==> src/rtl/contador_dest_if.sv <==
// contador_dest_if: bus bundle for the egress traffic counter.
//   FIFO side : D0/D1 empty flags and read data in, D0_rd/D1_rd pop strobes out.
//   Control   : enable (drain/count), clear (zero counters while holding), busy, misroute.
//   Readback  : req/idx in, valid/data_out out (one-cycle latency).
// The counter block connects through the slave modport; the environment drives
// it through the master modport.
interface contador_dest_if #(
    parameter int unsigned BW = 6,
    parameter int unsigned CW = 5
);
    logic          enable;
    logic          clear;
    logic          D0_empty;
    logic          D1_empty;
    logic [BW-1:0] D0_data_out;
    logic [BW-1:0] D1_data_out;
    logic          D0_rd;
    logic          D1_rd;
    logic          req;
    logic [1:0]    idx;
    logic          valid;
    logic [CW-1:0] data_out;
    logic          misroute;
    logic          busy;

    modport slave (
        input  enable, clear, D0_empty, D1_empty, D0_data_out, D1_data_out, req, idx,
        output D0_rd, D1_rd, valid, data_out, misroute, busy
    );

    modport master (
        output enable, clear, D0_empty, D1_empty, D0_data_out, D1_data_out, req, idx,
        input  D0_rd, D1_rd, valid, data_out, misroute, busy
    );
endinterface

==> src/rtl/contador_dest.sv <==
// contador_dest: drains the D0/D1 destination FIFOs and counts words per
// {port, vc}. Words whose destination bit disagrees with the port they came
// from set a sticky misroute flag. After enable drops the block flushes the
// last in-flight pops, then holds the counts for readback via req/idx.
//   clk, reset : single clock, synchronous active-high reset
//   bus        : contador_dest_if slave (FIFO pops, control, readback)
module contador_dest #(
    parameter int unsigned BW = 6,
    parameter int unsigned CW = 5
) (
    input logic             clk,
    input logic             reset,
    contador_dest_if.slave  bus
);

    typedef enum logic [1:0] {StOff, StRun, StFlush, StHold} state_e;

    state_e        state_q, state_d;
    logic [1:0]    rd_q, rd_d;     // pop strobes, bit p = port p
    logic [1:0]    vld_q, vld_d;   // FIFO read data valid this cycle
    logic [CW-1:0] cnt_q [4];
    logic [CW-1:0] cnt_d [4];
    logic          misroute_q, misroute_d;
    logic          valid_q, valid_d;
    logic [CW-1:0] data_out_q, data_out_d;
    logic          busy_q, busy_d;

    logic [1:0]    empty;
    logic [1:0]    sel0, sel1;
    logic          unused_data;

    assign empty = {bus.D1_empty, bus.D0_empty};
    // Counter index is {port, vc}
    assign sel0  = {1'b0, bus.D0_data_out[BW-1]};
    assign sel1  = {1'b1, bus.D1_data_out[BW-1]};
    // Payload bits are not inspected
    assign unused_data = ^{bus.D0_data_out[BW-3:0], bus.D1_data_out[BW-3:0]};

    always_comb begin
        state_d    = state_q;
        cnt_d      = cnt_q;
        misroute_d = misroute_q;

        case (state_q)
            StOff:   if (bus.enable) state_d = StRun;
            StRun:   if (!bus.enable) state_d = StFlush;
            StFlush: state_d = StHold;
            StHold:  if (bus.enable) state_d = StRun;
            default: state_d = StOff;
        endcase

        // Pop strobes are registered; a pop is only scheduled into a cycle that
        // will be RUN, and never two cycles in a row so the FIFO empty flag has
        // caught up before the next decision.
        for (int p = 0; p < 2; p++) begin
            rd_d[p] = (state_d == StRun) && !empty[p] && !rd_q[p];
        end
        vld_d = rd_q;

        if (state_q == StHold && bus.clear) begin
            for (int i = 0; i < 4; i++) begin
                cnt_d[i] = '0;
            end
            misroute_d = 1'b0;
        end else begin
            // Ports feed disjoint counters, so both may increment together
            if (vld_q[0]) begin
                cnt_d[sel0] = cnt_q[sel0] + CW'(1);
                if (bus.D0_data_out[BW-2] != 1'b0) misroute_d = 1'b1;
            end
            if (vld_q[1]) begin
                cnt_d[sel1] = cnt_q[sel1] + CW'(1);
                if (bus.D1_data_out[BW-2] != 1'b1) misroute_d = 1'b1;
            end
        end

        valid_d    = (state_q == StHold) && bus.req;
        data_out_d = valid_d ? cnt_q[bus.idx] : data_out_q;
        busy_d     = (state_d == StRun) || (state_d == StFlush);
    end

    always_ff @(posedge clk) begin
        if (reset) begin
            state_q    <= StOff;
            rd_q       <= '0;
            vld_q      <= '0;
            misroute_q <= 1'b0;
            valid_q    <= 1'b0;
            data_out_q <= '0;
            busy_q     <= 1'b0;
            for (int i = 0; i < 4; i++) begin
                cnt_q[i] <= '0;
            end
        end else begin
            state_q    <= state_d;
            rd_q       <= rd_d;
            vld_q      <= vld_d;
            misroute_q <= misroute_d;
            valid_q    <= valid_d;
            data_out_q <= data_out_d;
            busy_q     <= busy_d;
            for (int i = 0; i < 4; i++) begin
                cnt_q[i] <= cnt_d[i];
            end
        end
    end

    assign bus.D0_rd    = rd_q[0];
    assign bus.D1_rd    = rd_q[1];
    assign bus.valid    = valid_q;
    assign bus.data_out = data_out_q;
    assign bus.misroute = misroute_q;
    assign bus.busy     = busy_q;

endmodule

==> src/flat_wrapper.sv <==
// flat-port wrapper written by rule: the top's interface ports become plain ports
module contador_dest_flat 
#(
    parameter int unsigned BW = 6,
    parameter int unsigned CW = 5
)
  (clk, reset, bus_enable, bus_clear, bus_D0_empty, bus_D1_empty, bus_D0_data_out, bus_D1_data_out, bus_req, bus_idx, bus_D0_rd, bus_D1_rd, bus_valid, bus_data_out, bus_misroute, bus_busy);
  contador_dest_if #(.BW(BW), .CW(CW)) bus_i ();
  input logic clk;
  input logic reset;
  input wire logic [$bits(bus_i.enable)-1:0] bus_enable;
  input wire logic [$bits(bus_i.clear)-1:0] bus_clear;
  input wire logic [$bits(bus_i.D0_empty)-1:0] bus_D0_empty;
  input wire logic [$bits(bus_i.D1_empty)-1:0] bus_D1_empty;
  input wire logic [$bits(bus_i.D0_data_out)-1:0] bus_D0_data_out;
  input wire logic [$bits(bus_i.D1_data_out)-1:0] bus_D1_data_out;
  input wire logic [$bits(bus_i.req)-1:0] bus_req;
  input wire logic [$bits(bus_i.idx)-1:0] bus_idx;
  output wire logic [$bits(bus_i.D0_rd)-1:0] bus_D0_rd;
  output wire logic [$bits(bus_i.D1_rd)-1:0] bus_D1_rd;
  output wire logic [$bits(bus_i.valid)-1:0] bus_valid;
  output wire logic [$bits(bus_i.data_out)-1:0] bus_data_out;
  output wire logic [$bits(bus_i.misroute)-1:0] bus_misroute;
  output wire logic [$bits(bus_i.busy)-1:0] bus_busy;
  assign bus_i.enable = bus_enable;
  assign bus_i.clear = bus_clear;
  assign bus_i.D0_empty = bus_D0_empty;
  assign bus_i.D1_empty = bus_D1_empty;
  assign bus_i.D0_data_out = bus_D0_data_out;
  assign bus_i.D1_data_out = bus_D1_data_out;
  assign bus_i.req = bus_req;
  assign bus_i.idx = bus_idx;
  assign bus_D0_rd = bus_i.D0_rd;
  assign bus_D1_rd = bus_i.D1_rd;
  assign bus_valid = bus_i.valid;
  assign bus_data_out = bus_i.data_out;
  assign bus_misroute = bus_i.misroute;
  assign bus_busy = bus_i.busy;
  contador_dest #(.BW(BW), .CW(CW)) u_core (.clk(clk), .reset(reset), .bus(bus_i));
endmodule
==> config.mk <==
export PLATFORM = sky130hd
export DESIGN_NAME = contador_dest_flat
export DESIGN_NICKNAME = d
export VERILOG_FILES = /design/src/rtl/contador_dest_if.sv /design/src/rtl/contador_dest.sv /design/src/flat_wrapper.sv
export SDC_FILE = /design/constraint.sdc
export NUM_CORES = 1
export LEC_CHECK = 0
export BUFFER_PORTS_ARGS = -buffer_cell sky130_fd_sc_hd__buf_2
export CORE_ASPECT_RATIO = 0.5
export CORE_MARGIN = 5
export CORE_UTILIZATION = 53
export CTS_CLUSTER_DIAMETER = 200
export DETAILED_ROUTE_END_ITERATION = 16
export PLACE_DENSITY_LB_ADDON = 0.25
export SYNTH_ARGS = -nofsm -noshare
export SYNTH_HDL_FRONTEND = slang
export SYNTH_SLANG_ARGS = --single-unit
==> constraint.sdc <==
create_clock -name clk -period 2.1 [get_ports clk]
set_clock_uncertainty 0.2 [all_clocks]
set_input_delay 0.315 -clock clk [delete_from_list [all_inputs] [get_ports clk]]
set_output_delay 0.315 -clock clk [all_outputs]
set_load 0.02 [all_outputs]
==> results.yml <==
timing:
  period_share: 0.873
  period_needed_ns: 1.83
  hold_violations: 0
  slew_headroom: 0.770
  finalWorstSetupSlack_ns: 0.267
  rsz0062_at_grt: "false"
  setup_viol: 0
  fin_tns_setup_ns: 0
  max_freq_mhz: 546
  drv_slew: 0
  worstMarginPinSlew_ns: 0.345
clocking:
  cts_post_setup_buffers_inserted: 0
  clk_latency_ns: 0.29
  cts_max_path_buffers: 2
  cts_inserted_buffers: 5
  cts_tree: "built"
  clock-sinks: 34
  cts_max_level: 2
  cts-root-buf: "clkbuf_8"
  clkTransAtPathRegs_ns: 0.07
  postCtsResizedCells: 0
  hold_buffers: 2
yosys:
  synthCells: 162
  ys_seq_area_frac: 0.447
  synth_warnings: 0
  synthDistinctLibCells: 26
  syn-mean-instance-area_um2: 9.39
  synth_seq_cells: 34
  syn_nets: 189
  syn_area_um2: 1520
power:
  fin_total_pwr_mw: 1.47
  ir_worst_vdd_v: 0.000461
  leakage_nw: 0.683
  p_per_area_nw_per_um2: 826
die:
  num_rows: 13
  coreArea_um2: 2670
  chipHeight_um: 47.9
  die_w_um: 85.8
  initial_core_util: 0.570
  dieArea_um2: 4110
  io_pins: 31
worst_hold_path:
  hold_class: "primary input to flip-flop"
  hold_start: "bus_D1_data_out[4]"
global_routing:
  grt_overflow: 0
  grt_use_total: 0.164
  grt_pass1_wl_um: 5000
  antenna_found_initial: 0
  grt_pass1_vias: 1197
  grt_max_degree: 22
cells_and_area:
  fillCellCount: 228
  layout-drive-gt1-share: 0.218
  fin_nets: 215
  area_growth_pct: 16.7
  n_antenna_cell: 0
critical_path:
  startpoint: "u_core.state_q[0]$_SDFF_PP0_"
  path_cells: "inv_1 -> ha_1 -> o22a_1 -> nor2_1 -> a21oi_1 -> ha_1 -> nand2b_1 -> nor3_1"
  worstSetupEndpointType: "flip-flop"
  crit_family: "adder cells"
  critPathKind: "flip-flop to flip-flop"
  worst_path_most_repeated_cell: "ha_1"
  reg2reg_slack_ns: 0.27
  required_ns: 2.08
  path_buf_inv: 1
  r2r-start: "u_core.state_q[0]$_SDFF_PP0_"
  cp-start-kind: "flip-flop"
  arrival_ns: 1.82
  cpPeakStageDelay_ns: 0.42
  critPathMaxFanout: 5
  slowest_stage: "dfxtp_1"
routing:
  drt-wirelength-per-cell_um: 13.4
  routed_wl_um: 3000
  num_vias: 1206
  drt_iter0_drc: 47
  routed_via_density: 5.36
  drc_errors: 0
  final_antenna_net_count: 0
  first_pass_iters: 6
placement:
  io_buffer_count: 22
  hpwl_um: 2150
  pre_cts_ws_ns: 0.314
  place_congestion: 0.735
outcome:
  status: "finished clean"
run:
  drv_cap: 0
per-stage QoR:
stage | area [µm²] | hold slack, ns | utilization | instances
6_report | 1780 | 0.0909 | 0.666 | 225
5_1_grt | 1780 | 0.0896 | 0.666 | 225
4_1_cts | 1780 | 0.0890 | 0.666 | 225
3_5_place_dp | 1640 | 0.227 | 0.616 | 216
3_3_place_gp | 1640 | 0.218 | 0.616 | 216
2_1_floorplan | 1520 | 0.187 | - | 162
routing by layer:
metal  routed length (µm)  part of all wire  GRT usage
met4                   42             0.014     0.0978
met3                  192             0.064     0.0584
met1                 1440              0.48      0.183
met5                    0                 0          0
met2                 1330              0.44      0.284
state kept, by name, indices dropped and copies added (netlist names):
signal / cells
u_core.bus.busy: 1
u_core.bus.data_out: 5
u_core.bus.misroute: 1
u_core.bus.valid: 1
u_core.cnt_q: 20
u_core.rd_q: 2
u_core.state_q: 2
u_core.vld_q: 2
cells by family after synthesis:
group,Yosys count,share of synthesized area
adders and majority gates,6,0.0493
muxes,10,0.111
DFF,34,0.447
and+or+nand+nor,65,0.206
buffers and inverters,8,0.0329
xor gates and xnor gates,8,0.0461
AOI/OAI and AO/OA,31,0.108
worst paths after layout:
| check | to | cells after the start |
|---|---|---|
| hold reg to reg | u_core.rd_q[1]$_SDFF_PP0_ | 1 |
| setup reg to reg | u_core.rd_q[0]$_SDFF_PP0_ | 8 |
| hold / removal | u_core.bus.misroute$_SDFF_PP0_ | 3 |
| setup / recovery | u_core.rd_q[0]$_SDFF_PP0_ | 8 |
worst register-to-register path: cells and delay by family, from the launching register on:
kind | cells | cell delay [ns]
adder cells (fa/ha/maj) | 2 | 0.48
flip-flops | 1 | 0.42
AND/OR/NAND/NOR | 3 | 0.28
buffers and inverters | 1 | 0.10
AO/OA/AOI/OAI | 2 | 0.25
cells in the final DEF, fill, tap and decap left out:
cell	count
xnor2_1	2
nand3b_1	2
nor2_1	12
mux4_2	5
o21ai_0	8
nand2_1	20
buf_4	1
inv_1	2
a211oi_1	1
nand3_1	13
o22a_1	1
dlygate4sd3_1	2
xor2_1	6
and2b_2	1
dfxtp_1	34
ha_1	6
nand2b_1	4
buf_2	22
bufinv_16	1
mux2_2	5
nor3_1	2
clkbuf_8	6
a21oi_1	20
or3_1	8
a21o_1	1
nor2b_1	3
power breakdown:
part,total [mW],internal [mW],leakage (nW),switching (mW)
registers,0.696,0.672,0.275,0.0241
clock network,0.607,0.379,0.0573,0.228
logic,0.164,0.0722,0.351,0.0917
cells in the mapped netlist, drive strengths merged:
cell type | instances | share of area
dfxtp | 34 | 0.45
a21oi | 20 | 0.066
nand2 | 20 | 0.049
nand3 | 13 | 0.043
nor2 | 12 | 0.030
o21ai | 8 | 0.026
or3 | 8 | 0.033
ha | 6 | 0.049
xor2 | 6 | 0.035
buf | 5 | 0.025
mux2 | 5 | 0.037
mux4 | 5 | 0.074
nand2b | 4 | 0.016
nor2b | 3 | 0.012
inv | 2 | 0.0049
nand3b | 2 | 0.0099
nor3 | 2 | 0.0066
xnor2 | 2 | 0.012
a211oi | 1 | 0.0049
a21o | 1 | 0.0049
and2b | 1 | 0.0058
clkbuf | 1 | 0.0025
o22a | 1 | 0.0058
cell type report:
type	instances	area [µm²]	share of cell area
multi-input cells	120	791	0.445
flip-flops and latches	34	681	0.383
repair buffers	25	138	0.0775
clock buffers	6	82.6	0.0465
well taps	37	46.3	0.0261
clock inverters	1	30.0	0.0169
inverters	2	7.51	0.00423
(Power assumes the default switching activity.)
